### config.mk
export PLATFORM = sky130hd
export DESIGN_NAME = tri_job_sched
export DESIGN_NICKNAME = d
export VERILOG_FILES = /design/src/rtl/tri_job_sched.sv
export SDC_FILE = /design/constraint.sdc
export NUM_CORES = 1
export LEC_CHECK = 0
export BUFFER_PORTS_ARGS = -buffer_cell sky130_fd_sc_hd__buf_2
export CAP_MARGIN = 20
export CORE_MARGIN = 1
export CORE_UTILIZATION = 40
export DETAILED_ROUTE_END_ITERATION = 6
export RECOVER_POWER = 100
export SLEW_MARGIN = 15
export SYNTH_ARGS = -nofsm -noshare
export SYNTH_HDL_FRONTEND = slang
export SYNTH_SLANG_ARGS = --single-unit
### constraint.sdc
create_clock -name clk -period 2 [get_ports clk]
set_input_delay 0.3 -clock clk [delete_from_list [all_inputs] [get_ports clk]]
set_output_delay 0.3 -clock clk [all_outputs]
set_load 0.02 [all_outputs]
### src/rtl/tri_job_sched.sv
// Two-client scheduler for the triangle rasterizer: arbitrates whole triangles,
// streams the three vertices to the engine and posts one completion record per job.
module tri_job_sched #(
    parameter int WAIT_MAX   = 8,
    parameter int CNT_W      = 7,
    parameter bit FIXED_PRIO = 1'b0
) (
    input  logic             clk,
    input  logic             reset_n,
    input  logic             req0,
    input  logic             req1,
    input  logic [17:0]      tri_0,
    input  logic [17:0]      tri_1,
    output logic             ack0,
    output logic             ack1,
    output logic             eng_nt,
    output logic [2:0]       eng_xi,
    output logic [2:0]       eng_yi,
    input  logic             eng_busy,
    input  logic             eng_po,
    output logic             done,
    output logic             done_id,
    output logic [CNT_W-1:0] done_cnt,
    output logic             done_err,
    output logic             sched_busy
);
    localparam int                WAIT_W    = (WAIT_MAX > 1) ? $clog2(WAIT_MAX) : 1;
    localparam logic [WAIT_W-1:0] WAIT_LAST = WAIT_W'(WAIT_MAX - 1);
    localparam logic [CNT_W-1:0]  CNT_SAT   = {CNT_W{1'b1}};

    typedef enum logic [2:0] {
        ST_IDLE      = 3'd0,
        ST_SEND0     = 3'd1,
        ST_SEND1     = 3'd2,
        ST_SEND2     = 3'd3,
        ST_WAIT_BUSY = 3'd4,
        ST_RUN       = 3'd5,
        ST_DONE      = 3'd6
    } state_t;

    state_t            state_r;
    state_t            next_state_s;
    logic              grant_s;
    logic              win_id_s;
    logic              timeout_s;
    logic [17:0]       sel_tri_s;
    logic              last_grant_r;
    logic              id_r;
    logic [11:0]       verts_r;
    logic [WAIT_W-1:0] wait_cnt_r;
    logic [CNT_W-1:0]  pt_cnt_r;

    // State register.
    always_ff @(posedge clk or negedge reset_n) begin
        if (!reset_n) begin
            state_r <= ST_IDLE;
        end else begin
            state_r <= next_state_s;
        end
    end

    // Next-state, arbitration and timeout decode.
    always_comb begin
        next_state_s = state_r;
        grant_s      = 1'b0;
        win_id_s     = 1'b0;
        timeout_s    = 1'b0;
        case (state_r)
            ST_IDLE: begin
                if (req0 || req1) begin
                    grant_s      = 1'b1;
                    next_state_s = ST_SEND0;
                    if (req0 && req1) begin
                        win_id_s = FIXED_PRIO ? 1'b0 : ~last_grant_r;
                    end else begin
                        win_id_s = req1;
                    end
                end else begin
                    next_state_s = ST_IDLE;
                end
            end
            ST_SEND0: next_state_s = ST_SEND1;
            ST_SEND1: next_state_s = ST_SEND2;
            ST_SEND2: next_state_s = ST_WAIT_BUSY;
            ST_WAIT_BUSY: begin
                // Busy may still rise in the WAIT_MAX-th wait cycle; give up after that.
                if (eng_busy) begin
                    next_state_s = ST_RUN;
                end else if (wait_cnt_r == WAIT_LAST) begin
                    next_state_s = ST_DONE;
                    timeout_s    = 1'b1;
                end else begin
                    next_state_s = ST_WAIT_BUSY;
                end
            end
            ST_RUN: begin
                if (!eng_busy) begin
                    next_state_s = ST_DONE;
                end else begin
                    next_state_s = ST_RUN;
                end
            end
            ST_DONE: next_state_s = ST_IDLE;
            default: next_state_s = ST_IDLE;
        endcase
        sel_tri_s = win_id_s ? tri_1 : tri_0;
    end

    // Winner bookkeeping and capture of the two trailing vertices.
    always_ff @(posedge clk or negedge reset_n) begin
        if (!reset_n) begin
            last_grant_r <= 1'b1;
            id_r         <= 1'b0;
            verts_r      <= 12'd0;
        end else if (grant_s) begin
            last_grant_r <= win_id_s;
            id_r         <= win_id_s;
            verts_r      <= sel_tri_s[11:0];
        end else begin
            last_grant_r <= last_grant_r;
            id_r         <= id_r;
            verts_r      <= verts_r;
        end
    end

    // Busy-rise wait counter and saturating point counter.
    always_ff @(posedge clk or negedge reset_n) begin
        if (!reset_n) begin
            wait_cnt_r <= {WAIT_W{1'b0}};
            pt_cnt_r   <= {CNT_W{1'b0}};
        end else begin
            if (state_r == ST_WAIT_BUSY) begin
                wait_cnt_r <= wait_cnt_r + WAIT_W'(1);
            end else begin
                wait_cnt_r <= {WAIT_W{1'b0}};
            end
            if (state_r == ST_WAIT_BUSY) begin
                pt_cnt_r <= {CNT_W{1'b0}};
            end else if ((state_r == ST_RUN) && eng_busy && eng_po && (pt_cnt_r != CNT_SAT)) begin
                pt_cnt_r <= pt_cnt_r + CNT_W'(1);
            end else begin
                pt_cnt_r <= pt_cnt_r;
            end
        end
    end

    // Registered outputs, all derived from the upcoming state.
    always_ff @(posedge clk or negedge reset_n) begin
        if (!reset_n) begin
            ack0       <= 1'b0;
            ack1       <= 1'b0;
            eng_nt     <= 1'b0;
            eng_xi     <= 3'd0;
            eng_yi     <= 3'd0;
            done       <= 1'b0;
            done_id    <= 1'b0;
            done_cnt   <= {CNT_W{1'b0}};
            done_err   <= 1'b0;
            sched_busy <= 1'b0;
        end else begin
            ack0       <= grant_s && !win_id_s;
            ack1       <= grant_s && win_id_s;
            done       <= (next_state_s == ST_DONE);
            sched_busy <= (next_state_s != ST_IDLE);
            case (next_state_s)
                ST_SEND0: begin
                    eng_nt <= 1'b1;
                    eng_xi <= sel_tri_s[17:15];
                    eng_yi <= sel_tri_s[14:12];
                end
                ST_SEND1: begin
                    eng_nt <= 1'b0;
                    eng_xi <= verts_r[11:9];
                    eng_yi <= verts_r[8:6];
                end
                ST_SEND2: begin
                    eng_nt <= 1'b0;
                    eng_xi <= verts_r[5:3];
                    eng_yi <= verts_r[2:0];
                end
                default: begin
                    eng_nt <= 1'b0;
                    eng_xi <= 3'd0;
                    eng_yi <= 3'd0;
                end
            endcase
            if (next_state_s == ST_DONE) begin
                done_id  <= id_r;
                done_err <= timeout_s;
                done_cnt <= timeout_s ? {CNT_W{1'b0}} : pt_cnt_r;
            end else begin
                done_id  <= done_id;
                done_err <= done_err;
                done_cnt <= done_cnt;
            end
        end
    end

endmodule
==> results of run 1 <==
where the power goes:
group	switching [W]	leakage, nW	internal (W)
registers	0.000145	0.612	0.00126
logic	0.000730	0.572	0.000446
clock network	0.000288	0.0515	0.000315
what timing repair did:
action	4_1_cts	5_1_grt
setup buffers	0	0
hold endpoints to repair	19	0
hold buffers	1	0
layer usage:
metal | vias up | routed length (microns) | track usage, %
met2 | 52 | 1980 | 25.4
met4 | 0 | 29 | 5.77
li1 | 789 | - | -
met1 | 746 | 1970 | 23.7
met3 | 2 | 236 | 4.34
met5 | - | 0 | 0
worst max-delay path: cells and delay by family (launching register included):
family	cells	cell delay, ns
AO/OA/AOI/OAI	2	0.34
buffers and inverters	1	0.41
flip-flops	1	0.36
AND/OR/NAND/NOR	2	0.63
placed cells by master, fill, tap and decap left out, types with 3 or more instances in the layout:
cell type / n
nor2_1: 8
o21ai_0: 16
dfrtp_1: 46
o22ai_1: 6
clkbuf_1: 23
clkbuf_8: 7
ha_1: 3
mux2i_1: 21
inv_1: 7
a22o_1: 7
and3_1: 3
buf_4: 6
buf_2: 40
a22oi_1: 6
nand2_1: 22
area by class of cell:
class,count,area (sq um)
fill,463,2300
sequential,47,1180
multi-input combinational,118,790
timing repair buffer,71,363
clock buffer,8,100
tap,67,83.8
inverter,8,30.0
stage by stage:
stage / total power, W / utilization, % / area (sq um)
after detailed placement: 0.00269 / 51.1 / 2480
after CTS: 0.00330 / 53.4 / 2590
after global routing: 0.00343 / 52.5 / 2540
after floorplan: 0.00229 / - / 2070
final: 0.00318 / 52.5 / 2540
after global placement: 0.00266 / 51.1 / 2480
registers in the layout, indices dropped and copies added, names as in the netlist, 3 cells and up:
name / flops
wait_cnt_r: 3
eng_yi: 3
pt_cnt_r: 7
verts_r: 12
done_cnt: 7
eng_xi: 3
state_r: 3
worst max-delay path by stage:
stage	end	slack, ns	cells after the start
after floorplan	pt_cnt_r[3]$_DFFE_PN0P_	0.61	5
after global placement	eng_yi[1]$_DFF_PN0_	0.32	6
after detailed placement	eng_yi[0]$_DFF_PN0_	0.23	6
after CTS	eng_yi[0]$_DFF_PN0_	0.20	6
after global routing	pt_cnt_r[3]$_DFFE_PN0P_	0.02	5
final	pt_cnt_r[3]$_DFFE_PN0P_	0.18	5
kinds of logic after synthesis:
kind of cell	after synthesis	synth area share, %
xor+xnor	1	0.423
buf+inv	19	4.71
fa+ha+maj	3	1.81
mux	22	10.7
compound gates	45	14.8
flops	47	56.8
simple gates	47	10.8
==> run metrics, run 1 <==
Chip Width 74.0 microns; Post-synth EDFFs 0; die height 74.0 microns; most numerous cell in the Yosys netlist dfrtp_1; vias per cell 4.98; DR pass1 iterations 4; Min-Delay Path Class primary input to register; Tmin final 1.82 ns; Initial Util 42.8%; Synth Net Count 229; final worst setup slack 0.178 ns; dominant cells by area after synthesis dfrtp_1 (56%), mux2i_1 (10%), nand2_1 (4.0%); CTS Buf Count 5; Top Ports 62; Setup-failing EPs final 0; Crit Path Max Fanout 12; cts repair resizes 0; Peak Freq 549 MHz; Syn Inst Count 184; Worst-Margin Slew 1.19 ns; static leakage 1.24 nW; antenna violations before repair 0; GRT Overall Usage 16.8%; Pwr per Cell Area 1250 mW/mm^2; Worst Reg2Reg Path Length in Cells 5; CTS tree built; peak supply drop 0.539 mV; Root Driver clkbuf_8; FFs w/ async S/R, synth 100%; CTS Sinks 47; sequential area share after synthesis 56.8%; Critical Path RT 2.22 ns; post-synthesis cell area 0.00207 sq mm; vias 1,589; leading area contributor after synthesis dfrtp_1; Layout area overhead 22.7%; clk_lat worst skew 0.29 ns; Avg WL per Cell 13.2 microns; Reg-to-Reg End pt_cnt_r[3]$_DFFE_PN0P_; CTS H-Tree Depth 2; vias in the first global route 1,426; buffers added on ports 61; synth unique cells 36; Die ar. 0.00548 sq mm; Worst Skew 0.00358 ns; CP Launch Type register; critical path's slowest cell clkbuf_1; WL final 4.21 mm; critical path, cell by cell clkbuf_1 > and2b_1 > o211ai_2 > or3_1 > a21oi_1; total core area 0.00485 sq mm; crit-path max cell delay 0.41 ns; total negative slack 0 ns; outcome complete, no violations; Max Cap Viol 0; Crit Path Category register to register; final period utilization 91.1%; DRC violations left 0; CP Data Arrival Time 2.04 ns; largest net degree at the start of global routing 23; top post-synthesis cells by count dfrtp_1 (46), nand2_1 (22), mux2i_1 (21); Setup crit start state_r[2]$_DFF_PN0_; Avg Cell Area, Syn 11.3 sq um; DRT antenna net count 0; Hold Fails Final Rpt 0; reg2reg start state_r[2]$_DFF_PN0_; Worst Hold Launch tri_0[0]; first-pass GRT wire length 6.76 mm; register clock-pin slew on the reported worst setup and hold paths 0.08 ns; pre-CTS setup slack 0.227 ns; Top FF cell, synth dfrtp_1; HPWL after DPL 3.12 mm; Slew headroom 20.7%; Hold Path Depth 3; Synth top area share 55.5%; max-slew violations 0; grt total ovfl 0; Final nets 296; critical path endpoint category register; hold_ws 0.290 ns; DRT iter0 DRCs 55; RSZ-0062 raised after global routing no; Ys Warns 0; hold endpoint verts_r[0]$_DFFE_PN0P_; Yosys reg bits 47; dpl cells 310; post-route insts no fill 319; share of layout cells above drive strength 1 24.2%; Max Root-Sink Buffers 2; Antenna Cells 0; R2R Setup Slk 0.18 ns; row count 25; routability cong. 0.742
Note: power is estimated with default switching activity, not from simulation.
==> inputs of run 2 (changes only) <==
--- a/constraint.sdc
+++ b/constraint.sdc
@@ -3,2 +3,2 @@
 set_output_delay 0.3 -clock clk [all_outputs]
-set_load 0.02 [all_outputs]
+set_load 0.005 [all_outputs]
==> run 2 against run 1 <==
  * Sequential share of layout area down 0.25 points
  * Global-route usage unchanged
  * Power down 3.6%
  * Setup slack worse by 0.0039 ns
  * First-iteration DRC count down 1.8%
  * Maximum frequency down 0.21%
  * Die area unchanged
  * Sequential cell count unchanged
  * Combinational power down 10%
  * Hold slack about the same
  * Count of clock-buffer cells in the layout unchanged
  * Critical endpoint unchanged
  * Largest power group unchanged
  * Highest routed layer unchanged
==> run metrics, run 2 (synthesis gave the netlist of run 1 again) <==
CP Data Arrival Time 2.05 ns (about the same); register clock-pin slew on the reported worst setup and hold paths 0.08 ns (about the same); fin util 52.7% (+0.28 points); Peak Freq 548 MHz (-0.21%); peak supply drop 0.536 mV (-0.59%); max reg flops 12 (unchanged); R2R Setup Slk 0.17 ns (about the same); static leakage 1.28 nW (+3.5%); Max Cap Viol 0 (unchanged); Switching Share 33.7% (-2.9 points); Hold Path Depth 3 (unchanged); pre-CTS setup slack 0.227 ns (unchanged); clk_lat worst skew 0.29 ns (about the same); Regs by FF count verts_r x12, done_cnt x7, pt_cnt_r x7; Crit Path Max Fanout 12 (unchanged); internal power 0.00203 W (+0.74%); Pwr per Cell Area 1200 mW/mm^2 (-4.2%); sw power 0.00103 W (-11%); Tmin final 1.83 ns (+0.00386 ns); DRT iter0 DRCs 54 (-1.8%); Root Driver clkbuf_8; Layout area overhead 23.4%; row count 25 (unchanged); CTS tree built; outcome complete, no violations; Avg WL per Cell 13.2 microns (about the same); CTS Sinks 47 (unchanged); total power 0.00306 W (-3.6%); critical path endpoint category register; GRT Overall Usage 16.8% (unchanged); Max Root-Sink Buffers 2 (unchanged); Hold Fails Final Rpt 0 (unchanged); Filler cells 458 (-1.1%); Initial Util 42.8% (unchanged); final period utilization 91.3% (+0.19 points); Final nets 296 (unchanged); Seq pwr share 45.7% (+1.6 points); Slew headroom 20.7% (about the same); routability cong. 0.742 (unchanged); WL final 4.21 mm (about the same); most frequent cells in the layout buf_2 (51), dfrtp_1 (46), nand2_1 (22), mux2i_1 (21), o21ai_0 (16); Worst Reg2Reg Path Length in Cells 5 (unchanged); Crit Path Category register to register; Chip Width 74.0 microns (unchanged); CP Launch Type register; Post CTS Setup Buffer Count 0 (unchanged); vias 1,587 (-0.13%); Min-Delay Path Class primary input to register; total negative slack 0 ns (unchanged); largest net degree at the start of global routing 23 (unchanged); Antenna Cells 0 (unchanged); DRC violations left 0 (unchanged); Top Ports 62 (unchanged); HPWL after DPL 3.12 mm (unchanged); CTS H-Tree Depth 2 (unchanged); max-slew violations 0 (unchanged); Worst-Margin Slew 1.19 ns (-0.000151 ns); die height 74.0 microns (unchanged); vias per cell 4.97 (-0.13%); RSZ-0062 raised after global routing no; Combinational Power Share 34.7% (-2.3 points); hold_ws 0.290 ns (+0.0000660 ns); buffers added on ports 61 (unchanged); Setup-failing EPs final 0 (unchanged); total core area 0.00485 sq mm (unchanged); Worst Skew 0.00361 ns (+0.0000354 ns); first-pass GRT wire length 6.76 mm (unchanged); Clock power frac 19.7% (+0.7 points); Die ar. 0.00548 sq mm (unchanged); vias in the first global route 1,426 (unchanged); commonest non-fill, non-tap cell in the layout buf_2; share of layout cells above drive strength 1 28.6% (+4.4 points); CTS Buf Count 5 (unchanged); Top reg by flops verts_r; DRT antenna net count 0 (unchanged); antenna violations before repair 0 (unchanged); final worst setup slack 0.174 ns (-0.00386 ns); DR pass1 iterations 4 (unchanged); Critical Path RT 2.22 ns (about the same); grt total ovfl 0 (unchanged)
[run 2: cell count changes in the layout (fill, tap and decap cells not counted), sizes merged]
| cell | delta |
|---|---|
| buf | +11 |
| clkbuf | -11 |
[run 2: metal layers]
metal | part of all wire [%] | vias to the layer above | global-route usage [%]
met2 | 47 | 50 | 25.4
met5 | 0 | - | 0
li1 | - | 789 | -
met1 | 47 | 746 | 23.7
met4 | 0.69 | 0 | 5.77
met3 | 5.4 | 2 | 4.34
[run 2: cell type report]
type / count / area [sq um] / area share [%]
timing repair buffer: 71 / 377 / 14.7
multi-input combinational: 118 / 790 / 30.9
clock buffer: 8 / 100 / 3.91
tap: 67 / 83.8 / 3.28
sequential: 47 / 1180 / 46.0
inverter: 8 / 30.0 / 1.17
[run 2: critical path, cell delays in order (launching register included)]
cell	delay [ns]
dfrtp_1	0.36
clkbuf_1	0.41
and2b_1	0.28
o211ai_2	0.21
or3_1	0.35
a21oi_1	0.14
[run 2: final timing paths]
| check | from | endpoint |
|---|---|---|
| worst max-delay path | state_r[2]$_DFF_PN0_ | pt_cnt_r[3]$_DFFE_PN0P_ |
| worst min-delay path | tri_0[0] | verts_r[0]$_DFFE_PN0P_ |
| worst max register to register | state_r[2]$_DFF_PN0_ | pt_cnt_r[3]$_DFFE_PN0P_ |
| worst min register to register | wait_cnt_r[0]$_DFF_PN0_ | wait_cnt_r[0]$_DFF_PN0_ |
| max in group asynchronous | reset_n | done$_DFF_PN0_ |
| min in group asynchronous | reset_n | pt_cnt_r[4]$_DFFE_PN0P_ |
[run 2: power groups by stage]
| stage | clock (W) | sequential (W) | combinational (W) |
|---|---|---|---|
| after global placement | 0 | 0.00142 | 0.00111 |
| after floorplan | 0 | 0.00142 | 0.000746 |
| after CTS | 0.000627 | 0.00140 | 0.00114 |
| after detailed placement | 0 | 0.00142 | 0.00114 |
| after global routing | 0.000662 | 0.00144 | 0.00122 |
| final | 0.000603 | 0.00140 | 0.00106 |
[run 2: what timing repair did]
| action | in CTS | in global routing |
|---|---|---|
| resized for setup | 0 | 0 |
| hold buffers | 1 | 0 |
| endpoints found under the setup margin | 0 | 0 |
| hold endpoints to repair | 19 | 0 |
[run 2: per-stage QoR]
| step | instance area, sq um | std cells |
|---|---|---|
| 6_report | 2560 | 319 |
| 3_3_place_gp | 2480 | 310 |
| 2_1_floorplan | 2070 | 184 |
| 3_5_place_dp | 2480 | 310 |
| 5_1_grt | 2560 | 319 |
| 4_1_cts | 2590 | 319 |
==> inputs of run 3 (changes only) <==
- CORE_UTILIZATION: 40 -> 30
==> run 3 against run 2 <==
  * Setup slack improved by 0.076 ns
  * First-iteration DRC count increased by 81%
  * Core utilization decreased by 14 points
  * Final cell count increased by 2.2%
  * Largest power group unchanged
  * Clock power decreased by 3.3%
  * Global-route usage decreased by 4.0 points
  * Clock skew increased by 0.0016 ns
==> run metrics, run 3 (synthesis gave the netlist of run 1 again) <==
outcome complete, no violations; Tmin final 1.75 ns (-0.0764 ns); Hold Path Depth 3 (unchanged); CP Data Arrival Time 1.93 ns (-0.12 ns); hold endpoint verts_r[10]$_DFFE_PN0P_; final period utilization 87.5% (-3.8 points); Die ar. 0.00725 sq mm (+32%); Initial Util 31.9% (-11 points); Final nets 293 (-1.0%); DR pass1 iterations 4 (unchanged); Root Driver clkbuf_8; CP Launch Type register; vias per cell 4.81 (-3.4%); Min-Delay Path Class primary input to register; vias in the first global route 1,543 (+8.2%); Pwr per Cell Area 1200 mW/mm^2 (about the same); post-route insts no fill 326 (+2.2%); crit-path max cell delay 0.45 ns (+0.04 ns); antenna violations before repair 0 (unchanged); RSZ-0062 raised after global routing no; register clock-pin slew on the reported worst setup and hold paths 0.08 ns (about the same); Top Ports 62 (unchanged); critical path's slowest cell o21ai_1; Worst-Margin Slew 1.32 ns (+0.126 ns); Hold Fails Final Rpt 0 (unchanged); DRC violations left 0 (unchanged); Antenna Cells 0 (unchanged); max-slew violations 0 (unchanged); most frequent cells in the layout buf_2 (53), dfrtp_1 (46), nand2_1 (22), mux2i_1 (21), o21ai_0 (12); Top reg by flops verts_r; dpl cells 318 (+2.6%); R2R Setup Slk 0.25 ns (+0.08 ns); DRT antenna net count 0 (unchanged); buffers added on ports 61 (unchanged); critical path buffer and inverter count 1 (unchanged); Post CTS Setup Buffer Count 0 (unchanged); share of layout cells above drive strength 1 28.1% (-0.46 points); cts hold-fix bufs 0 (-1); Critical Path RT 2.18 ns (-0.04 ns); WL final 4.30 mm (+2.1%); total negative slack 0 ns (unchanged); static leakage 1.26 nW (-1.7%); row count 29 (+16%); critical path endpoint category register; GRT Overall Usage 12.8% (-4.0 points); Avg WL per Cell 13.2 microns (-0.13%); CTS H-Tree Depth 2 (unchanged); Worst Hold Launch tri_0[10]; Layout area overhead 21.5%; total core area 0.00649 sq mm (+34%); Max Cap Viol 0 (unchanged); Setup-failing EPs final 0 (unchanged); routability cong. 0.789 (+6.4%); clk_lat worst skew 0.29 ns (about the same); Chip Width 85.1 microns (+15%); Peak Freq 572 MHz (+4.4%); peak supply drop 0.328 mV (-39%); Crit Path Max Fanout 19 (+7); CP top delay family compound AO/OA/AOI/OAI gates; reg2reg start state_r[1]$_DFF_PN0_; vias 1,567 (-1.3%); Reg-to-Reg End verts_r[1]$_DFFE_PN0P_; largest net degree at the start of global routing 25 (+8.7%); fin util 38.8% (-14 points); DRT iter0 DRCs 98 (+81%); max reg flops 12 (unchanged); Crit Path Category register to register; Slew headroom 12.3% (-8.4 points); die height 85.1 microns (+15%); grt total ovfl 0 (unchanged); Max Root-Sink Buffers 2 (unchanged); commonest non-fill, non-tap cell in the layout buf_2; hold_ws 0.271 ns (-0.0188 ns); cts repair resizes 0 (unchanged); CTS Sinks 47 (unchanged); CTS tree built; Worst Skew 0.00520 ns (+0.00158 ns); Regs by FF count verts_r x12, done_cnt x7, pt_cnt_r x7; critical path, cell by cell nor3_2 > o21ai_1 > buf_4 > nand2_1 > o21ai_0; first-pass GRT wire length 7.19 mm (+6.3%); CTS Buf Count 5 (unchanged); Worst Reg2Reg Path Length in Cells 5 (unchanged); HPWL after DPL 3.16 mm (+1.6%)
run 3: how the worst max path moves through the flow:
stage | start | end | slack, ns | cells past startpoint
6_report | state_r[1]$_DFF_PN0_ | verts_r[1]$_DFFE_PN0P_ | 0.25 | 5
2_1_floorplan | pt_cnt_r[0]$_DFFE_PN0P_ | pt_cnt_r[3]$_DFFE_PN0P_ | 0.61 | 5
4_1_cts | state_r[1]$_DFF_PN0_ | eng_xi[2]$_DFF_PN0_ | 0.14 | 5
3_3_place_gp | state_r[1]$_DFF_PN0_ | eng_xi[0]$_DFF_PN0_ | 0.23 | 5
5_1_grt | state_r[1]$_DFF_PN0_ | verts_r[1]$_DFFE_PN0P_ | 0.06 | 5
3_5_place_dp | state_r[1]$_DFF_PN0_ | eng_xi[2]$_DFF_PN0_ | 0.16 | 5
run 3: metrics by stage:
stage	area (sq um)	worst slack, ns	total power [W]
after floorplan	2070	0.615	0.00216
after global placement	2480	0.227	0.00250
after detailed placement	2480	0.160	0.00252
after CTS	2570	0.142	0.00310
after global routing	2520	0.0583	0.00327
final	2520	0.250	0.00302
run 3: report_power, final:
| part | switching [W] | internal [W] | leakage [nW] |
|---|---|---|---|
| logic | 0.000582 | 0.000448 | 0.596 |
| clock network | 0.000304 | 0.000279 | 0.0482 |
| registers | 0.000149 | 0.00126 | 0.612 |
run 3: layer usage:
metal  routed length [microns]  vias up  global-route usage (%)  share of wire, %
met5                         0        -                       0                 0
met4                        67        0                    4.62               1.6
met3                       256        5                    3.40               6.0
met2                      1970       48                    20.5                46
met1                      2010      734                    16.7                47
li1                          -      780                       -                 -
run 3: area by class of cell:
class / count / area [sq um]
fill: 660 / 3980
sequential: 47 / 1180
multi-input combinational: 118 / 785
timing repair buffer: 68 / 338
tap: 77 / 96.3
clock buffer: 7 / 86.3
inverter: 8 / 31.3
clock inverter: 1 / 5.00
run 3: tightest hold or removal path, cell delays in order:
cell and delay (ns):
buf_2 0.07, mux2i_1 0.05, o21ai_1 0.10
